## src/rtl/forth_pkg.sv

```systemverilog
// Shared types and constants for the Forth CPU stack blocks.
package forth_pkg;

  typedef enum logic [1:0] {
    DELTA_NONE = 2'b00,
    DELTA_PUSH = 2'b01,
    DELTA_RSVD = 2'b10,
    DELTA_POP  = 2'b11
  } stack_delta_e;

  // Overflow/underflow policy selected by the stack's TRAP parameter
  localparam bit MODE_WRAP = 1'b0;
  localparam bit MODE_TRAP = 1'b1;

endpackage

```

## src/rtl/forth_stack_if.sv

```systemverilog
// CPU-to-stack bundle: SP control, write port, peek port, status and error flags.
interface forth_stack_if
  import forth_pkg::*;
#(
  parameter int unsigned WIDTH = 16,
  parameter int unsigned DEPTH = 16
);
  localparam int unsigned AW = $clog2(DEPTH);

  stack_delta_e     delta;
  logic             we;
  logic [WIDTH-1:0] wdata;
  logic [WIDTH-1:0] rdata;
  logic [AW-1:0]    peek_idx;
  logic [WIDTH-1:0] peek_data;
  logic [AW-1:0]    sp;
  logic [AW:0]      depth;
  logic             full;
  logic             empty;
  logic [AW:0]      hwm;
  logic             hwm_clr;
  logic             overflow;
  logic             underflow;
  logic             err_clr;

  modport master (
    output delta, we, wdata, peek_idx, hwm_clr, err_clr,
    input  rdata, peek_data, sp, depth, full, empty, hwm, overflow, underflow
  );

  modport slave (
    input  delta, we, wdata, peek_idx, hwm_clr, err_clr,
    output rdata, peek_data, sp, depth, full, empty, hwm, overflow, underflow
  );

endinterface

```

## src/rtl/forth_stack_ram.sv

```systemverilog
// Stack storage: one synchronous write port, two asynchronous read ports.
module forth_stack_ram #(
  parameter int unsigned WIDTH = 16,
  parameter int unsigned DEPTH = 16,
  localparam int unsigned AW   = $clog2(DEPTH)
) (
  input  logic             clk,
  input  logic             we,
  input  logic [AW-1:0]    waddr,
  input  logic [WIDTH-1:0] wdata,
  input  logic [AW-1:0]    raddr,
  output logic [WIDTH-1:0] rdata,
  input  logic [AW-1:0]    paddr,
  output logic [WIDTH-1:0] pdata
);

  logic [WIDTH-1:0] mem [DEPTH];

  // Storage is intentionally not reset
  always_ff @(posedge clk) begin
    if (we) mem[waddr] <= wdata;
  end

  assign rdata = mem[raddr];
  assign pdata = mem[paddr];

endmodule

```

## src/rtl/forth_stack.sv

```systemverilog
// Forth CPU hardware stack (NOS and below): pointer, count, sticky errors, high-water mark.
module forth_stack
  import forth_pkg::*;
#(
  parameter int unsigned WIDTH = 16,
  parameter int unsigned DEPTH = 16,
  parameter bit          TRAP  = MODE_WRAP
) (
  input logic          clk,
  input logic          reset,
  forth_stack_if.slave bus
);

  localparam int unsigned AW = $clog2(DEPTH);

  logic [AW-1:0] sp_q, sp_n;
  logic [AW:0]   depth_q, depth_n;
  logic [AW:0]   hwm_q, hwm_n;
  logic          ovf_q, unf_q;
  logic          ovf_set, unf_set;
  logic          wr_en;
  logic [AW-1:0] wr_addr;
  logic          is_full, is_empty;

  assign is_full  = (depth_q == (AW+1)'(DEPTH));
  assign is_empty = (depth_q == '0);

  // Next pointer/count, write request and error detection for this cycle's op
  always_comb begin
    sp_n    = sp_q;
    depth_n = depth_q;
    ovf_set = 1'b0;
    unf_set = 1'b0;
    wr_en   = 1'b0;
    wr_addr = sp_q;
    case (bus.delta)
      DELTA_NONE: wr_en = bus.we;
      DELTA_PUSH: begin
        wr_addr = sp_q + AW'(1);
        if (is_full) begin
          ovf_set = 1'b1;
          if (TRAP == MODE_WRAP) begin
            sp_n  = sp_q + AW'(1);
            wr_en = bus.we;
          end
        end else begin
          sp_n    = sp_q + AW'(1);
          depth_n = depth_q + (AW+1)'(1);
          wr_en   = bus.we;
        end
      end
      DELTA_POP: begin
        if (is_empty) begin
          unf_set = 1'b1;
          if (TRAP == MODE_WRAP) sp_n = sp_q - AW'(1);
        end else begin
          sp_n    = sp_q - AW'(1);
          depth_n = depth_q - (AW+1)'(1);
        end
      end
      default: ;
    endcase
    if (bus.hwm_clr || (depth_n > hwm_q)) hwm_n = depth_n;
    else                                  hwm_n = hwm_q;
  end

  always_ff @(posedge clk) begin
    if (reset) begin
      sp_q    <= '0;
      depth_q <= '0;
      hwm_q   <= '0;
      ovf_q   <= 1'b0;
      unf_q   <= 1'b0;
    end else begin
      sp_q    <= sp_n;
      depth_q <= depth_n;
      hwm_q   <= hwm_n;
      // A new error in the same cycle as err_clr leaves the flag set
      ovf_q   <= ovf_set | (ovf_q & ~bus.err_clr);
      unf_q   <= unf_set | (unf_q & ~bus.err_clr);
    end
  end

  forth_stack_ram #(
    .WIDTH (WIDTH),
    .DEPTH (DEPTH)
  ) u_ram (
    .clk   (clk),
    .we    (wr_en & ~reset),
    .waddr (wr_addr),
    .wdata (bus.wdata),
    .raddr (sp_q),
    .rdata (bus.rdata),
    .paddr (sp_q - bus.peek_idx),
    .pdata (bus.peek_data)
  );

  assign bus.sp        = sp_q;
  assign bus.depth     = depth_q;
  assign bus.full      = is_full;
  assign bus.empty     = is_empty;
  assign bus.hwm       = hwm_q;
  assign bus.overflow  = ovf_q;
  assign bus.underflow = unf_q;

endmodule
```

## src/flat_wrapper.sv

```systemverilog
// flat-port wrapper written by rule: the top's interface ports become plain ports
module forth_stack_flat import forth_pkg::*;
#(
  parameter int unsigned WIDTH = 16,
  parameter int unsigned DEPTH = 16,
  parameter bit          TRAP  = MODE_WRAP
)
  (clk, reset, bus_delta, bus_we, bus_wdata, bus_peek_idx, bus_hwm_clr, bus_err_clr, bus_rdata, bus_peek_data, bus_sp, bus_depth, bus_full, bus_empty, bus_hwm, bus_overflow, bus_underflow);
  forth_stack_if #(.WIDTH(WIDTH), .DEPTH(DEPTH)) bus_i ();
  input logic clk;
  input logic reset;
  input wire logic [$bits(bus_i.delta)-1:0] bus_delta;
  input wire logic [$bits(bus_i.we)-1:0] bus_we;
  input wire logic [$bits(bus_i.wdata)-1:0] bus_wdata;
  input wire logic [$bits(bus_i.peek_idx)-1:0] bus_peek_idx;
  input wire logic [$bits(bus_i.hwm_clr)-1:0] bus_hwm_clr;
  input wire logic [$bits(bus_i.err_clr)-1:0] bus_err_clr;
  output wire logic [$bits(bus_i.rdata)-1:0] bus_rdata;
  output wire logic [$bits(bus_i.peek_data)-1:0] bus_peek_data;
  output wire logic [$bits(bus_i.sp)-1:0] bus_sp;
  output wire logic [$bits(bus_i.depth)-1:0] bus_depth;
  output wire logic [$bits(bus_i.full)-1:0] bus_full;
  output wire logic [$bits(bus_i.empty)-1:0] bus_empty;
  output wire logic [$bits(bus_i.hwm)-1:0] bus_hwm;
  output wire logic [$bits(bus_i.overflow)-1:0] bus_overflow;
  output wire logic [$bits(bus_i.underflow)-1:0] bus_underflow;
  assign bus_i.delta = bus_delta;
  assign bus_i.we = bus_we;
  assign bus_i.wdata = bus_wdata;
  assign bus_i.peek_idx = bus_peek_idx;
  assign bus_i.hwm_clr = bus_hwm_clr;
  assign bus_i.err_clr = bus_err_clr;
  assign bus_rdata = bus_i.rdata;
  assign bus_peek_data = bus_i.peek_data;
  assign bus_sp = bus_i.sp;
  assign bus_depth = bus_i.depth;
  assign bus_full = bus_i.full;
  assign bus_empty = bus_i.empty;
  assign bus_hwm = bus_i.hwm;
  assign bus_overflow = bus_i.overflow;
  assign bus_underflow = bus_i.underflow;
  forth_stack #(.WIDTH(WIDTH), .DEPTH(DEPTH), .TRAP(TRAP)) u_core (.clk(clk), .reset(reset), .bus(bus_i));
endmodule
```

## config.mk

```make
export PLATFORM = sky130hd
export DESIGN_NAME = forth_stack_flat
export DESIGN_NICKNAME = d
export VERILOG_FILES = /design/src/rtl/forth_pkg.sv /design/src/rtl/forth_stack_if.sv /design/src/rtl/forth_stack_ram.sv /design/src/rtl/forth_stack.sv /design/src/flat_wrapper.sv
export SDC_FILE = /design/constraint.sdc
export NUM_CORES = 1
export LEC_CHECK = 0
export CAP_MARGIN = 20
export CORE_MARGIN = 2
export CORE_UTILIZATION = 50
export DETAILED_ROUTE_END_ITERATION = 16
export PLACE_DENSITY_LB_ADDON = 0.12
export SLEW_MARGIN = 20
export SYNTH_ARGS = -nofsm -noshare
export SYNTH_HDL_FRONTEND = slang
export SYNTH_HIERARCHICAL = 1
export SYNTH_SLANG_ARGS = --single-unit
```

## constraint.sdc

```tcl
create_clock -name clk -period 4.5 [get_ports clk]
set_clock_uncertainty 0.2 [all_clocks]
set_input_delay 0.9 -clock clk [delete_from_list [all_inputs] [get_ports clk]]
set_output_delay 0.9 -clock clk [all_outputs]
set_load 0.005 [all_outputs]
```

==> reports/qor.yml <==
status: "complete, no violations"
required_ns: 3.40
synthCells: 686
finalCriticalPeriod_ns: 4.50
synthArstFlopShare: 0
finalMaxSlewViolations: 0
fmax_ghz: 0.222
clock-sinks: 272
clockBufferDepth: 3
clock-root-buffer: "clkbuf_16"
criticalPathCategory: "in2out"
rsz0062_at_grt: "yes"
ys_types: 52
detail_route.wl_per_cell_um: 26.8
layout_commonest_cell: "edfxtp_1"
layout_common_cells: "edfxtp_1, mux4_2, buf_4, clkdlybuf4s50_1, a22oi_1"
tightest_slew_ns: 1.00
wirelength_um: 31800
vdd_ir_drop_max_mv: 0.479
synth_ff_type: "edfxtp_1"
fin_crit_sh: 0.999
grt_pass1_vias: 8084
track_usage: 0.242
io_pins: 77
diodes: 0
leakagePower_uw: 0.00528
maxCapViolations: 0
cts_tree: "done"
finalHoldViolCount: 0
syn-num-nets: 726
total_power_uw: 6920
cpPeakStageDelay_ns: 0.56
drc: 0
cts_hold_buf: 0
grt.overflow.total: 0
viasPerCell: 6.34
drive_above_1_share: 0.348
final_util: 0.622
grt_max_degree: 50
tns_ns: 0
ys_seq_elements: 272
finalSetupViolCount: 0
critical_path_arrival_ns: 3.40
clock_latency_ns: 0.55
dieArea_mm2: 0.0269
setup_slack_ns: 0.00435
worst_hold_slack_ns: 0.295
portBuffers: 76
path_cells: "clkdlybuf4s50_1 -> ha_2 -> fa_2 -> clkinv_4 -> buf_12 -> buf_4 -> mux4_2 -> a22oi_2 -> nand2_1 -> dlygate4sd2_1"
synth.avg_cell_area_um2: 18.7
synth_seq_area_share: 0.625
initial_core_util: 0.509
ant_nets: 0
fp.dieW_um: 164
ys_warn_count: 6
die_height_um: 164
htreeDepth: 1
clkTransAtPathRegs_ns: 0.06
antenna_found_initial: 0
hold_path.class: "reg2reg"
final_nets: 877
area_growth_pct: 22.2
start_kind: "input pin"
cts_made_buffers: 30
grt_pass1_wl_um: 47800
slowest_stage: "fa_2"
gp_congestion: 0.805
pre_cts_ws_ns: -0.203
num_rows: 58
cp_max_fo: 13
post-dp-hpwl_um: 20400
drt_first_pass_iters: 5
core_mm2: 0.0252
syn-cell-area_mm2: 0.0128
num_vias: 7549
max_slew_margin: 0.326
worstSetupEndpointType: "output port"
power_density_mw_per_mm2: 442
synth_edf_count: 256
first_iter_violations: 549
==> critical path, delay by kind of cell <==
kind / cells / cell delay, ns
buffers and inverters: 5 / 1.13
adder cells (fa/ha/maj): 2 / 0.76
multiplexers: 1 / 0.32
AO/OA/AOI/OAI: 1 / 0.19
AND/OR/NAND/NOR: 1 / 0.08
==> path summary, 6_finish.rpt <==
path,start,depth (start not counted),slack (ns),to
min,u_core/bus.hwm[0]$_SDFFE_PP0P_,2,0.29,u_core/bus.hwm[0]$_SDFFE_PP0P_
max,bus_peek_idx[0],10,0.004,bus_peek_data[9]
max reg2reg,u_core/bus.depth[0]$_SDFF_PP0_,11,1.28,u_core/bus.hwm[2]$_SDFFE_PP0P_
min reg2reg,u_core/bus.hwm[0]$_SDFFE_PP0P_,2,0.29,u_core/bus.hwm[0]$_SDFFE_PP0P_
==> stage by stage <==
| step | instance area [um2] | std cells |
|---|---|---|
| 2_1_floorplan | 12800 | 686 |
| 3_3_place_gp | 14400 | 1115 |
| 3_5_place_dp | 14400 | 1115 |
| 4_1_cts | 15400 | 1170 |
| 5_1_grt | 15700 | 1190 |
| 6_report | 15700 | 1190 |
==> area by class of cell <==
class                   instances  area, um2
multi-input cells             352       4650
fillers                      1793       9520
inverters                      16       67.6
clock buffers                  41        822
repair buffers                165       1590
clock inverters                14        104
well taps                     330        413
flip-flops and latches        272       8010
==> what timing repair did <==
| item | in CTS | in global routing |
|---|---|---|
| resized for setup | 42 | 22 |
| buffers inserted | 0 | 19 |
| endpoints found under the hold margin | 0 | 0 |
| gates cloned | 0 | 1 |
| pin swaps | 6 | 4 |
| setup endpoints to repair | 16 | 7 |
==> power breakdown <==
group / switching [uW] / internal, uW / total (uW)
sequential: 37.7 / 2820 / 2850
combinational: 852 / 931 / 1780
clock: 955 / 1330 / 2280
total: 1840 / 5070 / 6920
==> logic make-up after synthesis <==
family	share of synthesized area
AOI/OAI and AO/OA	0.0515
xor gates and xnor gates	0.00820
adders and majority gates	0.0133
buffers and inverters	0.0278
DFF	0.625
muxes	0.235
and+or+nand+nor	0.0394
==> per-layer routing <==
metal / vias to the layer above / track usage / wire length (um)
li1: 3208 / - / -
met1: 3993 / 0.329 / 12600
met2: 296 / 0.419 / 16700
met3: 52 / 0.0323 / 1900
met4: 0 / 0.0578 / 584
met5: - / 0 / 0
==> synthesized netlist by cell type, types with 5 or more instances <==
library cell	n	share of area
a22oi_1	65	0.038
buf_1	8	0.0023
buf_2	6	0.0023
buf_4	6	0.0035
buf_6	10	0.0088
clkbuf_1	14	0.0041
dfxtp_1	16	0.025
edfxtp_1	256	0.60
ha_1	12	0.012
inv_1	16	0.0047
mux4_1	18	0.037
mux4_2	107	0.19
nand2_1	37	0.011
nor2_1	27	0.0079
nor2b_1	11	0.0054
nor3_1	5	0.0020
o21ai_0	6	0.0023
xnor2_1	10	0.0068
==> state kept, by name, indices dropped and copies added, names as in the netlist <==
register,count
u_core/u_ram/mem,256
u_core/bus.overflow,1
u_core/bus.hwm,5
u_core/bus.underflow,1
u_core/bus.sp,4
u_core/bus.depth,5
(Power assumes the default switching activity.)
==> RTL change 1, RTL diff (config.mk and constraints unchanged) <==
Make the reset (`reset`) asynchronous in one clocked block.
--- a/src/rtl/forth_stack.sv
+++ b/src/rtl/forth_stack.sv
@@ -64,7 +64,7 @@
     else                                  hwm_n = hwm_q;
   end
 
-  always_ff @(posedge clk) begin
+  always_ff @(posedge clk or posedge reset) begin
     if (reset) begin
       sp_q    <= '0;
       depth_q <= '0;
Check against the original RTL: differs if reset is asserted again (counterexample within 4 cycles, from zero or initial values and one cycle with reset high); with reset held inactive, the same outputs for 4 cycles.
==> RTL change 1 against the unedited design <==
- the flow now finishes with violations (setup timing)
- worst setup slack lost 0.060 ns
- wire length rose by 1.5%
- non-clock buffer count decreased by 13
- global-route usage grew 0.74 points
- via count shrank 2.5%
- critical path depth unchanged
- sequential share of layout area rose by 0.50 points
- synthesized area grew 0.67%
- final area about the same
- highest routed layer unchanged
- sequential cell count is the same
Power is not compared: it rests on default switching activity, and its combinational part moved more than twofold at a synthesized area within 25%.
==> RTL change 1: results (changes against the unedited design) <==
----------------------------------------------------
[Logic synthesis]
  Share of the synthesized area in compound gates (AO/OA/AOI/OAI) ... 0.04966 (-0.001799)
  Synthesized-area fraction occupied by adder cells ... 0.01319 (-0.00008886)
  Biggest area contributors in the synthesized netlist ... edfxtp_1 60%, mux4_2 18%, mux4_1 4.9%
  Xor-xnor portion of the synthesized cell area ... 0.008147 (-0.00005488)
  Portion of netlist area occupied by mux cells ... 0.2376 (+0.002695)
  Number of nets produced by synthesis ... 711 (-2.1%)
  Mean instance size in the synthesized netlist ... 19.23 um^2 (+2.9%)
  Share of flip-flops with an asynchronous set or reset after synthesis ... 0.05882 (+0.05882)

[Setup path]
  R2R depth ... 10 (-1)
  Biggest fanout along the worst timing path ... 8 (-5)
  Startpoint of the lowest-slack register-to-register path ... u_core/bus.depth[1]
  Endpoint of the worst-slack reg-to-reg timing path ... u_core/bus.hwm[0]
  Slowest Stage Delay on Critical Path ... 0.47 ns (-0.09 ns)
  Worst setup endpoint ... bus_peek_data[10]
  Setup slack, reg-to-reg ... 1.02 ns (-0.26 ns)
  Highest-delay cell along the critical path ... clkdlybuf4s50_1

[Placement]
  Cells after DPL ... 1094 (-1.9%)
  Worst slack after detailed placement ... -0.1948 ns (+0.008139 ns)
  DPL Wire Length ... 19.82 mm (-3.0%)

[Routing]
  Iter 0 DRT Violations ... 613 (+12%)
  Total detailed-routing wirelength ... 32.31 mm (+1.5%)
  Number of vias after detailed routing ... 7358 (-2.5%)

[STA]
  Final hold slack ... 0.3000 ns (+0.005189 ns)
  Final worst slack ... -0.05529 ns (-0.05964 ns)
  Setup total negative slack ... -0.05529 ns (-0.05529 ns)
  Final setup violation count ... 1 (+1)

[Worst hold path]
  Hold Crit Endpoint ... u_core/bus.underflow
  Launch point of the worst hold path ... u_core/bus.underflow

[Run status]
  Run status ... complete, but fails checks
  Violations in the final reports ... setup timing

[Layout]
  Final layout net count ... 849 (-3.2%)
  Number of fillers in the final layout ... 1817 (+1.3%)

[Global routing]
  Overall global routing resource usage ... 0.2495 (+0.007447)
  Global-route wire length before repair ... 48.42 mm (+1.4%)

[Clocking]
  Number of cells upsized or downsized after cts ... 34 (-19%)

----------------------------------------------------
==> RTL change 1: kinds of logic (layout without fill, tap and decap cells) <==
group | count (synthesis) | in the layout
xor+xnor | 12 | 12
mux | 136 | 136
flops | 272 | 272
simple gates | 90 | 90
compound gates | 85 | 85
buf+inv | 63 | 223
fa+ha+maj | 13 | 13
==> RTL change 1: layer usage <==
layer / vias to the layer above / track usage / wire, um
met2: 270 / 0.4397 / 16900
met3: 56 / 0.03114 / 1915
li1: 3135 / - / -
met1: 3897 / 0.3333 / 12800
met5: - / 0 / 0
met4: 0 / 0.06285 / 692
==> RTL change 1: area by class of cell <==
type / count / area share
Clock buffer: 35 / 0.04777
Clock inverter: 18 / 0.007588
Inverter: 18 / 0.004393
Multi-Input combinational cell: 336 / 0.2929
Sequential cell: 272 / 0.5167
Tap cell: 330 / 0.02636
Timing Repair Buffer: 152 / 0.1043
==> RTL change 2, RTL diff (same settings) <==
Without the edit above. `WIDTH` is set to 16 in 4 places; all go to 20.
--- a/src/rtl/forth_stack_if.sv
+++ b/src/rtl/forth_stack_if.sv
@@ -2,7 +2,7 @@
 interface forth_stack_if
   import forth_pkg::*;
 #(
-  parameter int unsigned WIDTH = 16,
+  parameter int unsigned WIDTH = 20,
   parameter int unsigned DEPTH = 16
 );
   localparam int unsigned AW = $clog2(DEPTH);
--- a/src/rtl/forth_stack_ram.sv
+++ b/src/rtl/forth_stack_ram.sv
@@ -1,6 +1,6 @@
 // Stack storage: one synchronous write port, two asynchronous read ports.
 module forth_stack_ram #(
-  parameter int unsigned WIDTH = 16,
+  parameter int unsigned WIDTH = 20,
   parameter int unsigned DEPTH = 16,
   localparam int unsigned AW   = $clog2(DEPTH)
 ) (
--- a/src/rtl/forth_stack.sv
+++ b/src/rtl/forth_stack.sv
@@ -2,7 +2,7 @@
 module forth_stack
   import forth_pkg::*;
 #(
-  parameter int unsigned WIDTH = 16,
+  parameter int unsigned WIDTH = 20,
   parameter int unsigned DEPTH = 16,
   parameter bit          TRAP  = MODE_WRAP
 ) (
--- a/src/flat_wrapper.sv
+++ b/src/flat_wrapper.sv
@@ -1,7 +1,7 @@
 // flat-port wrapper written by rule: the top's interface ports become plain ports
 module forth_stack_flat import forth_pkg::*;
 #(
-  parameter int unsigned WIDTH = 16,
+  parameter int unsigned WIDTH = 20,
   parameter int unsigned DEPTH = 16,
   parameter bit          TRAP  = MODE_WRAP
 )
Ports: changed (resized bus_peek_data, bus_rdata and bus_wdata); port bits go from 77 to 89. The function was not compared with the original's and may differ.
==> RTL change 2 against the unedited design <==
- sequential cell count grew 64
- first-iteration DRC count grew 110%
- synthesized area grew 22%
- non-clock buffer count grew 8
- via count grew 22%
- wire length grew 29%
- final cell count grew 17%
- final area grew 22%
- power grew 25%
- worst setup slack gained 0.12 ns
==> RTL change 2: results (changes against the unedited design) <==
----------------------------------------------------
[Clocking]
  Cts bufs inserted ... 37 (+23%)
  Clk Latency, worst-skew pair ... 0.51 ns (-0.04 ns)
  Number of H-tree branching levels ... 2 (+1)
  Post-CTS setup buffers ... 11 (+11)
  Number of cells upsized or downsized after cts ... 54 (+29%)

[Placement]
  DPL Wire Length ... 24.46 mm (+20%)
  Weighted congestion reported at the end of routability-driven placement ... 0.7998 (-0.66%)
  Cells after DPL ... 1313 (+18%)
  DP Area ... 17510 um^2 (+22%)
  Quantity of I/O buffers inserted on ports ... 88 (+16%)

[Setup path]
  Worst path arrival time ... 3.27 ns (-0.13 ns)
  Slowest Stage Delay on Critical Path ... 0.63 ns (+0.07 ns)
  Biggest fanout along the worst timing path ... 8 (-5)

[Logic synthesis]
  Register area share after synthesis ... 0.6332 (+0.008280)
  Most common library cells after synthesis ... 320 x edfxtp_1, 128 x mux4_2, 81 x a22oi_1, 45 x nand2_1, 34 x clkbuf_1
  Yosys warnings ... 6 (unchanged)
  Biggest area contributors in the synthesized netlist ... edfxtp_1 61%, mux4_2 18%, mux4_1 5.4%
  Number of nets produced by synthesis ... 860 (+18%)
  Number of flops mapped to enable cells by yosys ... 320 (+25%)
  Cells after synthesis ... 816 (+19%)

[Layout]
  Layout cells sized above 1 ... 0.3187 (-0.02899)
  Area delta synth->final ... 21.66%
  Number of flip-flops in the largest register ... 320 (+25%)
  Final layout net count ... 1016 (+16%)

[Routing]
  Iter 0 DRT Violations ... 1139 (+110%)
  M1 wire length ... 17.06 mm (+35%)
  Routed wl met2 ... 20.01 mm (+20%)
  Routed length per instance ... 29.36 um (+9.7%)
  Highest signal layer in the routed design ... met5
  Via density ... 6.567 (+3.5%)
  DR WL met3 ... 3.295 mm (+74%)
  Number of vias after detailed routing ... 9181 (+22%)

[Global routing]
  Vias in the first global route ... 9495 (+17%)
  Global-route wire length before repair ... 61.00 mm (+28%)
  Maximum number of pins on one net before global-route repair ... 87 (+74%)
  Initial antenna violation count ... 2 (+2)
  Overall global routing resource usage ... 0.2530 (+0.01096)

[Run status]
  Run status ... completed

[Worst hold path]
  Worst min-delay path category ... register to register

[STA]
  Normalized max-slew margin ... 0.3155 (-0.01090)

----------------------------------------------------
[RTL change 2: changes by cell type after synthesis, sizes merged]
| cell | delta |
|---|---|
| a22oi | +16 |
| buf | -8 |
| clkbuf | +19 |
| dlymetal6s2s | -1 |
| edfxtp | +64 |
| mux4 | +32 |
| nand2 | +8 |
[RTL change 2: layout make-up]
cell class / instances / area [um^2]
sequential: 336 / 9937
antenna: 1 / 2.502
inverter: 16 / 70.07
clock buffer: 51 / 1031
timing repair buffer: 173 / 1823
multi-input combinational: 408 / 5532
fill: 2180 / 11670
tap: 396 / 495.5
clock inverter: 17 / 188.9
[RTL change 2: kinds of logic after synthesis]
| logic type | share of synthesized area |
|---|---|
| flops | 0.6332 |
| xor+xnor | 0.006702 |
| buf+inv | 0.02465 |
| fa+ha+maj | 0.01085 |
| mux | 0.2408 |
| simple gates | 0.03415 |
| compound gates | 0.04971 |
[RTL change 2: per-layer routing]
metal / track usage / vias up
li1: - / 3827
met1: 0.3719 / 4890
met2: 0.4028 / 416
met3: 0.04455 / 46
met4: 0.05561 / 2
met5: 0 / -
[RTL change 2: power by group]
group	internal (W)	total [W]	switching (W)
Sequential	0.00348	0.00351	0.0000382
Clock	0.00184	0.00300	0.00116
Combinational	0.00112	0.00216	0.00104
Total	0.00643	0.00868	0.00225
[RTL change 2: worst paths after layout]
path | slack (ns) | end | cells after the start | startpoint
setup reg to reg | 1.43 | u_core/bus.hwm[0] | 11 | u_core/bus.depth[1]
hold reg to reg | 0.29 | u_core/bus.hwm[4] | 2 | u_core/bus.hwm[4]
hold / removal | 0.29 | u_core/bus.hwm[4] | 2 | u_core/bus.hwm[4]
setup / recovery | 0.13 | bus_peek_data[18] | 11 | bus_peek_idx[0]
